==> src/rtl/sdram_arbiter.sv <==
// Two-port arbiter in front of an SDRAM controller, one single-word transaction at a time.
// Define SDRAM_ARBITER_ROUND_ROBIN_EN for round-robin tie-break; otherwise port 0 has fixed priority.
module sdram_arbiter #(
  parameter int unsigned TIMEOUT_CYCLES = 255,
  parameter logic [9:0]  ACCESS_NUM     = 10'h001
) (
  input  logic        sdram_clock,
  input  logic        reset,
  input  logic        p0_request,
  input  logic        p1_request,
  input  logic        p0_write,
  input  logic        p1_write,
  input  logic [24:0] p0_address,
  input  logic [24:0] p1_address,
  input  logic [15:0] p0_data_in,
  input  logic [15:0] p1_data_in,
  output logic [15:0] p0_data_out,
  output logic [15:0] p1_data_out,
  output logic        p0_ack,
  output logic        p1_ack,
  output logic        access_error,
  output logic [24:0] access_address,
  output logic [9:0]  access_num,
  output logic [15:0] access_data_in,
  input  logic [15:0] access_data_out,
  output logic        write_request,
  output logic        read_request,
  input  logic        write_flag,
  input  logic        read_flag,
  input  logic        idle,
  output logic [1:0]  grant
);

  localparam int unsigned AW = 25;
  localparam int unsigned DW = 16;
  localparam int unsigned NW = 10;
  localparam int unsigned CW = 8;

  localparam logic [2:0] S_IDLE      = 3'd0;
  localparam logic [2:0] S_REQUEST   = 3'd1;
  localparam logic [2:0] S_ACTIVE    = 3'd2;
  localparam logic [2:0] S_DONE      = 3'd3;
  localparam logic [2:0] S_ABORT     = 3'd4;
  localparam logic [2:0] S_WAIT_IDLE = 3'd5;

  logic [2:0]    state_q, state_d;
  logic          wr_q, wr_d;
  logic [AW-1:0] addr_q, addr_d;
  logic [DW-1:0] din_q, din_d;
  logic [CW-1:0] cnt_q, cnt_d;
  logic [DW-1:0] cap_q, cap_d;
  logic [1:0]    grant_d;
  logic          p0_ack_d, p1_ack_d, error_d, wreq_d, rreq_d;
  logic [AW-1:0] aaddr_d;
  logic [DW-1:0] adin_d;
  logic [NW-1:0] anum_d;
  logic [DW-1:0] p0_dout_d, p1_dout_d;
  logic          pick1, flag_match, in_req, finish;
`ifdef SDRAM_ARBITER_ROUND_ROBIN_EN
  logic          last_q, last_d;
`endif

  // Next state plus lookahead of every output so that outputs come straight from flops
  always_comb begin
    state_d    = state_q;
    wr_d       = wr_q;
    addr_d     = addr_q;
    din_d      = din_q;
    cnt_d      = cnt_q;
    cap_d      = cap_q;
    grant_d    = grant;
    p0_dout_d  = p0_data_out;
    p1_dout_d  = p1_data_out;
    flag_match = wr_q ? write_flag : read_flag;
`ifdef SDRAM_ARBITER_ROUND_ROBIN_EN
    last_d     = last_q;
    pick1      = p1_request && (!p0_request || !last_q);
`else
    pick1      = p1_request && !p0_request;
`endif

    case (state_q)
      S_IDLE: begin
        if (idle && (p0_request || p1_request)) begin
          state_d = S_REQUEST;
          wr_d    = pick1 ? p1_write   : p0_write;
          addr_d  = pick1 ? p1_address : p0_address;
          din_d   = pick1 ? p1_data_in : p0_data_in;
          cnt_d   = '0;
          grant_d = pick1 ? 2'b10 : 2'b01;
        end
      end
      S_REQUEST: begin
        // read data can arrive on the very cycle the controller accepts
        if (flag_match) begin
          state_d = S_ACTIVE;
          if (!wr_q) cap_d = access_data_out;
        end else if (cnt_q == CW'(TIMEOUT_CYCLES - 1)) begin
          state_d = S_ABORT;
        end else begin
          cnt_d = cnt_q + CW'(1);
        end
      end
      S_ACTIVE: begin
        if (!wr_q && read_flag) cap_d = access_data_out;
        if (!flag_match) state_d = S_DONE;
      end
      S_DONE, S_ABORT: begin
        state_d = S_WAIT_IDLE;
        grant_d = 2'b00;
`ifdef SDRAM_ARBITER_ROUND_ROBIN_EN
        last_d  = grant[1];
`endif
      end
      S_WAIT_IDLE: begin
        if (idle) state_d = S_IDLE;
      end
      default: begin
        state_d = S_IDLE;
        grant_d = 2'b00;
      end
    endcase

    in_req   = (state_d == S_REQUEST);
    finish   = (state_d == S_DONE) || (state_d == S_ABORT);
    wreq_d   = in_req && wr_d;
    rreq_d   = in_req && !wr_d;
    aaddr_d  = in_req ? addr_d : '0;
    adin_d   = in_req ? din_d : '0;
    anum_d   = in_req ? ACCESS_NUM : '0;
    p0_ack_d = finish && grant_d[0];
    p1_ack_d = finish && grant_d[1];
    error_d  = (state_d == S_ABORT);
    if (state_d == S_DONE && !wr_d) begin
      if (grant_d[0]) p0_dout_d = cap_d;
      if (grant_d[1]) p1_dout_d = cap_d;
    end
  end

  always_ff @(posedge sdram_clock or posedge reset) begin
    if (reset) begin
      state_q        <= S_IDLE;
      wr_q           <= 1'b0;
      addr_q         <= '0;
      din_q          <= '0;
      cnt_q          <= '0;
      cap_q          <= '0;
      grant          <= 2'b00;
      p0_ack         <= 1'b0;
      p1_ack         <= 1'b0;
      access_error   <= 1'b0;
      write_request  <= 1'b0;
      read_request   <= 1'b0;
      access_address <= '0;
      access_data_in <= '0;
      access_num     <= '0;
      p0_data_out    <= '0;
      p1_data_out    <= '0;
`ifdef SDRAM_ARBITER_ROUND_ROBIN_EN
      last_q         <= 1'b1;
`endif
    end else begin
      state_q        <= state_d;
      wr_q           <= wr_d;
      addr_q         <= addr_d;
      din_q          <= din_d;
      cnt_q          <= cnt_d;
      cap_q          <= cap_d;
      grant          <= grant_d;
      p0_ack         <= p0_ack_d;
      p1_ack         <= p1_ack_d;
      access_error   <= error_d;
      write_request  <= wreq_d;
      read_request   <= rreq_d;
      access_address <= aaddr_d;
      access_data_in <= adin_d;
      access_num     <= anum_d;
      p0_data_out    <= p0_dout_d;
      p1_data_out    <= p1_dout_d;
`ifdef SDRAM_ARBITER_ROUND_ROBIN_EN
      last_q         <= last_d;
`endif
    end
  end

endmodule
==> config.mk <==
export PLATFORM = sky130hd
export DESIGN_NAME = sdram_arbiter
export DESIGN_NICKNAME = d
export VERILOG_FILES = /design/src/rtl/sdram_arbiter.sv
export SDC_FILE = /design/constraint.sdc
export NUM_CORES = 1
export LEC_CHECK = 0
export CAP_MARGIN = 20
export CORE_MARGIN = 2
export CORE_UTILIZATION = 46
export CTS_CLUSTER_DIAMETER = 150
export DETAILED_ROUTE_END_ITERATION = 8
export PLACE_DENSITY = 0.78
export RECOVER_POWER = 25
export SYNTH_ARGS = -nofsm -noshare
export SYNTH_HDL_FRONTEND = slang
export SYNTH_SLANG_ARGS = --single-unit
==> constraint.sdc <==
create_clock -name sdram_clock -period 5.35 [get_ports sdram_clock]
set_input_delay 0.535 -clock sdram_clock [delete_from_list [all_inputs] [get_ports sdram_clock]]
set_output_delay 0.535 -clock sdram_clock [all_outputs]
set_load 0.02 [all_outputs]
; ---- Word level (Yosys, flattened, before mapping)
; Index checks and enable logic that the tools add are counted.
[classes]
n_addsub = 1
multipliers = 0
n_div = 0
magnitude_cmp = 0
eq_ne = 12
shift = 0
muxes = 30
bitwise = 0
reduce_logical = 20
[ops]
columns = op, n
row1 = two-way mux 16 bit, 7
row2 = two-way mux 25 bit, 4
row3 = one-hot mux 16 bit (2 select lines), 1
row4 = two-way mux 8 bit, 3
row5 = one-hot mux 8 bit (2 select lines), 1
row6 = two-way mux 3 bit, 5
row7 = one-hot mux 3 bit (5 select lines), 1
row8 = == test 3 x 2 -> 1 bit (second input constant), 3
row9 = == test 3 bit (second input constant), 3
row10 = adder 8 x 1 -> 8 bit (second input constant), 1
row11 = == test 8 bit (second input constant), 1
row12 = logical AND 1 bit, 8
row13 = == test 3 x 1 -> 1 bit (second input constant), 2
row14 = != test 2 bit (second input constant), 3
row15 = two-way mux 1 bit, 5
row16 = two-way mux 2 bit, 2
row17 = one-hot mux 2 bit (2 select lines), 1
row18 = AND reduction 2 bit, 2
row19 = AND reduction 4 bit, 1
row20 = logical NOT 1 bit, 3
row21 = logical NOT 3 bit, 1
row22 = OR reduction 3 bit, 1
row23 = logical OR 1 bit, 2
row24 = nonzero test 2 bit, 1
row25 = OR reduction 2 bit, 1
[totals]
reg_bits = 150
latch_bits = 0
ramBits = 0
mem_bits_ro = 0
elab_cells = 80
n_memories = 0

; ---- Longest topological paths before layout
[depth]
ltp_word = 8
ltp_mapped = 10

; ---- Worst setup path before layout
; Ideal clock, no wire load.
[synth_path]
kind = input to register
startpoint = in p0_request
endpoint = reg p0_data_out[10]
setup_ns = 0.125
arrival_time_ns = 2.554
required_time_ns = 5.225
path_slack_ns = 2.671
stages = 6
path_buffers = 1
path_cell_list = nor2_1 > nor4_1 > mux2_2 > a2111oi_4 > buf_6 > mux2_4
[synth_via]
elab_chain_cells = 8
elab_cells_between_ends = 16
classes_between = 1 x eq/ne / 8 x mux / 7 x reduce/logical
[synth_rtl]
columns = item, line
row1 = from (decl), 9  ; input logic p0_request,
row2 = logical NOT 1 bit, 79  ; pick1 = p1_request && !p0_request;
row3 = logical AND 1 bit, 79
row4 = two-way mux 1 bit, 86  ; wr_d = pick1 ? p1_write : p0_write;
row5 = two-way mux 1 bit *, 84  ; if (idle && (p0_request || p1_request)) begin
row6 = two-way mux 1 bit *, 82  ; case (state_q)
row7 = net wr_d, 47  ; logic wr_q, wr_d;
row8 = logical NOT 1 bit *, 134  ; if (state_d == S_DONE && !wr_d) begin
row9 = logical AND 1 bit *, 134
row10 = AND reduction 2 bit (no line) *, n/a
row11 = to (signal assigned), 178  ; p0_data_out <= p0_dout_d;
row12 = to (decl), 17  ; output logic [15:0] p0_data_out,
; The timed path passes the listed nets; every way through them passes the cells marked *.
; A chain may end at the register's enable or synchronous reset.

; ---- Worst setup path after layout
[layout_path]
startpoint = in idle
endpoint = reg p1_data_out[2]
[layout_via]
elab_chain_cells = 6
elab_cells_between_ends = 12
classes_between = 1 x eq/ne / 7 x mux / 4 x reduce/logical
[layout_rtl]
columns = item, line
row1 = from (decl), 30  ; input logic idle,
row2 = logical AND 1 bit, 84
row3 = two-way mux 1 bit, 84
row4 = two-way mux 1 bit, 82
row5 = net wr_d, 47
row6 = logical NOT 1 bit, 134
row7 = logical AND 1 bit, 134
row8 = AND reduction 2 bit (no line), n/a
row9 = to (signal assigned), 179  ; p1_data_out <= p1_dout_d;
row10 = to (decl), 18  ; output logic [15:0] p1_data_out,
; The timed path passes the listed nets, and every way through them passes these cells.

==> impl_metrics.csv <==
group,metric,value,unit
worst_setup_path,crit_family,"simple AND/OR/NAND/NOR gates",
timing,hold_viol,0,
worst_setup_path,cp_max_fo,16,
global_route,grt_overflow,0,
cts,postCtsSetupBuffers,0,
worst_setup_path,reg2regPathDepth,5,
yosys,synthCells,489,
timing,drv_slew,0,
cts,hold_buffers,0,
timing,slew_headroom,0.265,
worst_setup_path,slowest_delay,950,ps
floorplan,die_h,120,um
cts,clk_pin_slew,60,ps
power_and_ir_drop,finalPower,0.00506,W
worst_setup_path,critPathMostFrequentCell,"mux2_2",
hold_path,hold_path_depth,2,
global_route,grt_max_degree,100,
worst_setup_path,worst-endpoint-required,5660,ps
yosys,synth_edf_count,0,
detailed_routing,vias_per_cell,5.05,
cts,cts_tree,"built",
cts,cts.sinks,150,
global_route,antenna_found_initial,1,
timing,setup_tns,0,ps
yosys,synth.distinct_cells,46,
worst_setup_path,r2r_setup_slack,2070,ps
yosys,synth.area.top_cells,"dfrtp_1 (61%), mux2_2 (7.3%), mux2i_1 (7.1%), and2_1 (4.2%), o21ai_0 (3.2%)",
floorplan,die_x,120,um
worst_setup_path,crit_slowest_cell,"nor4_4",
global_route,grt_pass1_vias,4499,
timing,finalCritPeriodShare,0.639,
timing,timing.fmax,0.292,GHz
timing,tightest_slew,1090,ps
hold_path,hp-start,"addr_q[22]$_DFF_PP0_",
timing,post-route-min-period,3420,ps
worst_setup_path,startpoint_type,"input pin",
yosys,async_reset_ff_frac,1.00,
worst_setup_path,worst-path-buf-inv,1,
floorplan,core-area,13200,um^2
outcome,status,"finished, final reports clean",
detailed_routing,ant_nets,0,
detailed_routing,via_count,4349,
yosys,yosysTopAreaCell,"dfrtp_1",
detailed_routing,drc,0,
detailed_routing,firstDrtPassIters,4,
worst_setup_path,end_kind,"flip-flop",
yosys,synth_area,6190,um^2
finish,area_growth,43.2,%
worst_setup_path,cp_cell_sequence,"dlygate4sd3_1 -> nand2b_1 -> nor4_1 -> mux2_2 -> nor4_4 -> mux2_2",
timing,fin_skew,5.81,ps
yosys,yosysWarnings,0,
cts,clk_latency,430,ps
cts,cts_root_buf,"clkbuf_16",
yosys,synthFlopType,"dfrtp_1",
power_and_ir_drop,p_per_area,571,nW/um^2
yosys,syn_avg_cell_area,12.7,um^2
finish,final_area,8870,um^2
timing,rsz0062_at_grt,"no",
cts,cts_buffers,17,
hold_path,hp-class,"flip-flop to flip-flop",
placement,place_congestion,0.830,
yosys,yosysMostFrequentCell,"dfrtp_1",
detailed_routing,wire_per_inst,16.6,um
worst_setup_path,r2r_start,"state_q[1]$_DFF_PP0_",
hold_path,hold_end,"addr_q[22]$_DFF_PP0_",
yosys,ys_seq_area_frac,0.606,
worst_setup_path,cp_data_arrival_time,3730,ps
global_route,grt_pass1_wl,22.5,mm
cts,cts_resized,0,
placement,dp_cells,829,
power_and_ir_drop,p_leak,3.95,nW
yosys,synth-seq-cells,150,
placement,dp_hpwl,9.78,mm
run,drv_cap,0,
cts,htree_num_levels,4,
worst_setup_path,path_class,"input pin to flip-flop",
timing,finalSetupViolations,0,
detailed_routing,wl,14.3,mm
worst_setup_path,r2r_end,"p1_data_out[2]$_DFFE_PP0P_",
floorplan,start_util,0.469,
finish,final_cells,861,
floorplan,dieArea,14400,um^2
global_route,grt_usage,0.205,
placement,post_dp_cell_area,8180,um^2
detailed_routing,drt_iter0_markers,248,
yosys,synth_top_area_frac,0.606,
placement,numPortBuffers,187,
cts,cts_buffer_depth,2,
finish,drive_above_1_share,0.145,
floorplan,io-pin-count,197,
yosys,synth_common_cells,"dfrtp_1 (150), nand2_1 (48), mux2i_1 (44), and2_1 (42), mux2_2 (40)",
floorplan,num_rows,42,
power_and_ir_drop,vdd_drop_max,340,uV
finish,final_nets,781,
final cells by class:
class                           count  area, um^2
Timing Repair Buffer              192        1910
Clock buffer                       17         425
Fill cell                         947        4320
Sequential cell                   150        3750
Multi-Input combinational cell    300        2250
Tap cell                          176         220
Clock inverter                     14         255
Inverter                           11        46.3
Antenna cell                        1        2.50
worst min-delay path: cells and delay by family, from the launching register on:
kind	cells	cell delay [ps]
flip-flops	1	320
AO/OA/AOI/OAI	1	80
AND/OR/NAND/NOR	1	40
state kept, by name, indices dropped and copies added, names as in the netlist, 2 cells and up:
signal,count
state_q,3
p1_data_out,16
grant,2
addr_q,25
p0_data_out,16
access_address,25
access_data_in,16
cap_q,16
din_q,16
cnt_q,8
layout by cell type (no fill, tap or decap), drive strengths merged, types with 7 or more instances in the layout:
cell           instances
nand2                 48
and2                  42
clkdlybuf4s50        185
o21ai                 43
dfrtp                150
bufinv                 7
mux2                  51
a21oi                  7
mux2i                 44
inv                   12
conb                   9
clkbuf                17
worst max-delay path by stage:
stage,from,endpoint,slack (ps),depth (start not counted)
after floorplan,reset,access_address[0]$_DFF_PP0_,780,1
after global placement,p0_request,p1_data_out[9]$_DFFE_PP0P_,1530,6
after detailed placement,p0_request,p1_data_out[1]$_DFFE_PP0P_,1500,6
after CTS,p0_request,p1_data_out[1]$_DFFE_PP0P_,1970,6
after global routing,idle,p1_data_out[8]$_DFFE_PP0P_,1740,6
final,idle,p1_data_out[2]$_DFFE_PP0P_,1930,6
where the power goes:
part,leakage [nW],switching [W],total [W],internal [W]
clock network,0.333,0.000454,0.00137,0.000916
registers,1.95,0.000202,0.00181,0.00161
logic,1.67,0.00100,0.00188,0.000879
total,3.95,0.00166,0.00506,0.00340
routing by layer:
| layer | track usage | vias up | part of all wire |
|---|---|---|---|
| li1 | - | 2032 | - |
| met1 | 0.238 | 2102 | 0.40 |
| met2 | 0.337 | 194 | 0.48 |
| met3 | 0.0965 | 21 | 0.11 |
| met4 | 0.0654 | 0 | 0.014 |
| met5 | 0 | - | 0 |
cell families (layout without fill, tap and decap cells):
group,after synthesis,after routing,synth area share
AO/OA/AOI/OAI,69,69,0.0715
adder cells (fa/ha/maj),2,2,0.00404
buffers and inverters,47,234,0.0380
flip-flops,150,150,0.606
multiplexers,95,95,0.171
other,1,10,0.000606
AND/OR/NAND/NOR,125,125,0.109
metrics by stage:
stage	hold WS [ps]	utilization	worst slack, ps
after global placement	460	0.620	1530
after global routing	512	0.672	1740
after CTS	483	0.672	1970
after floorplan	445	-	779
final	476	0.672	1930
after detailed placement	470	0.620	1500
Power figures use the tool's default switching activity.
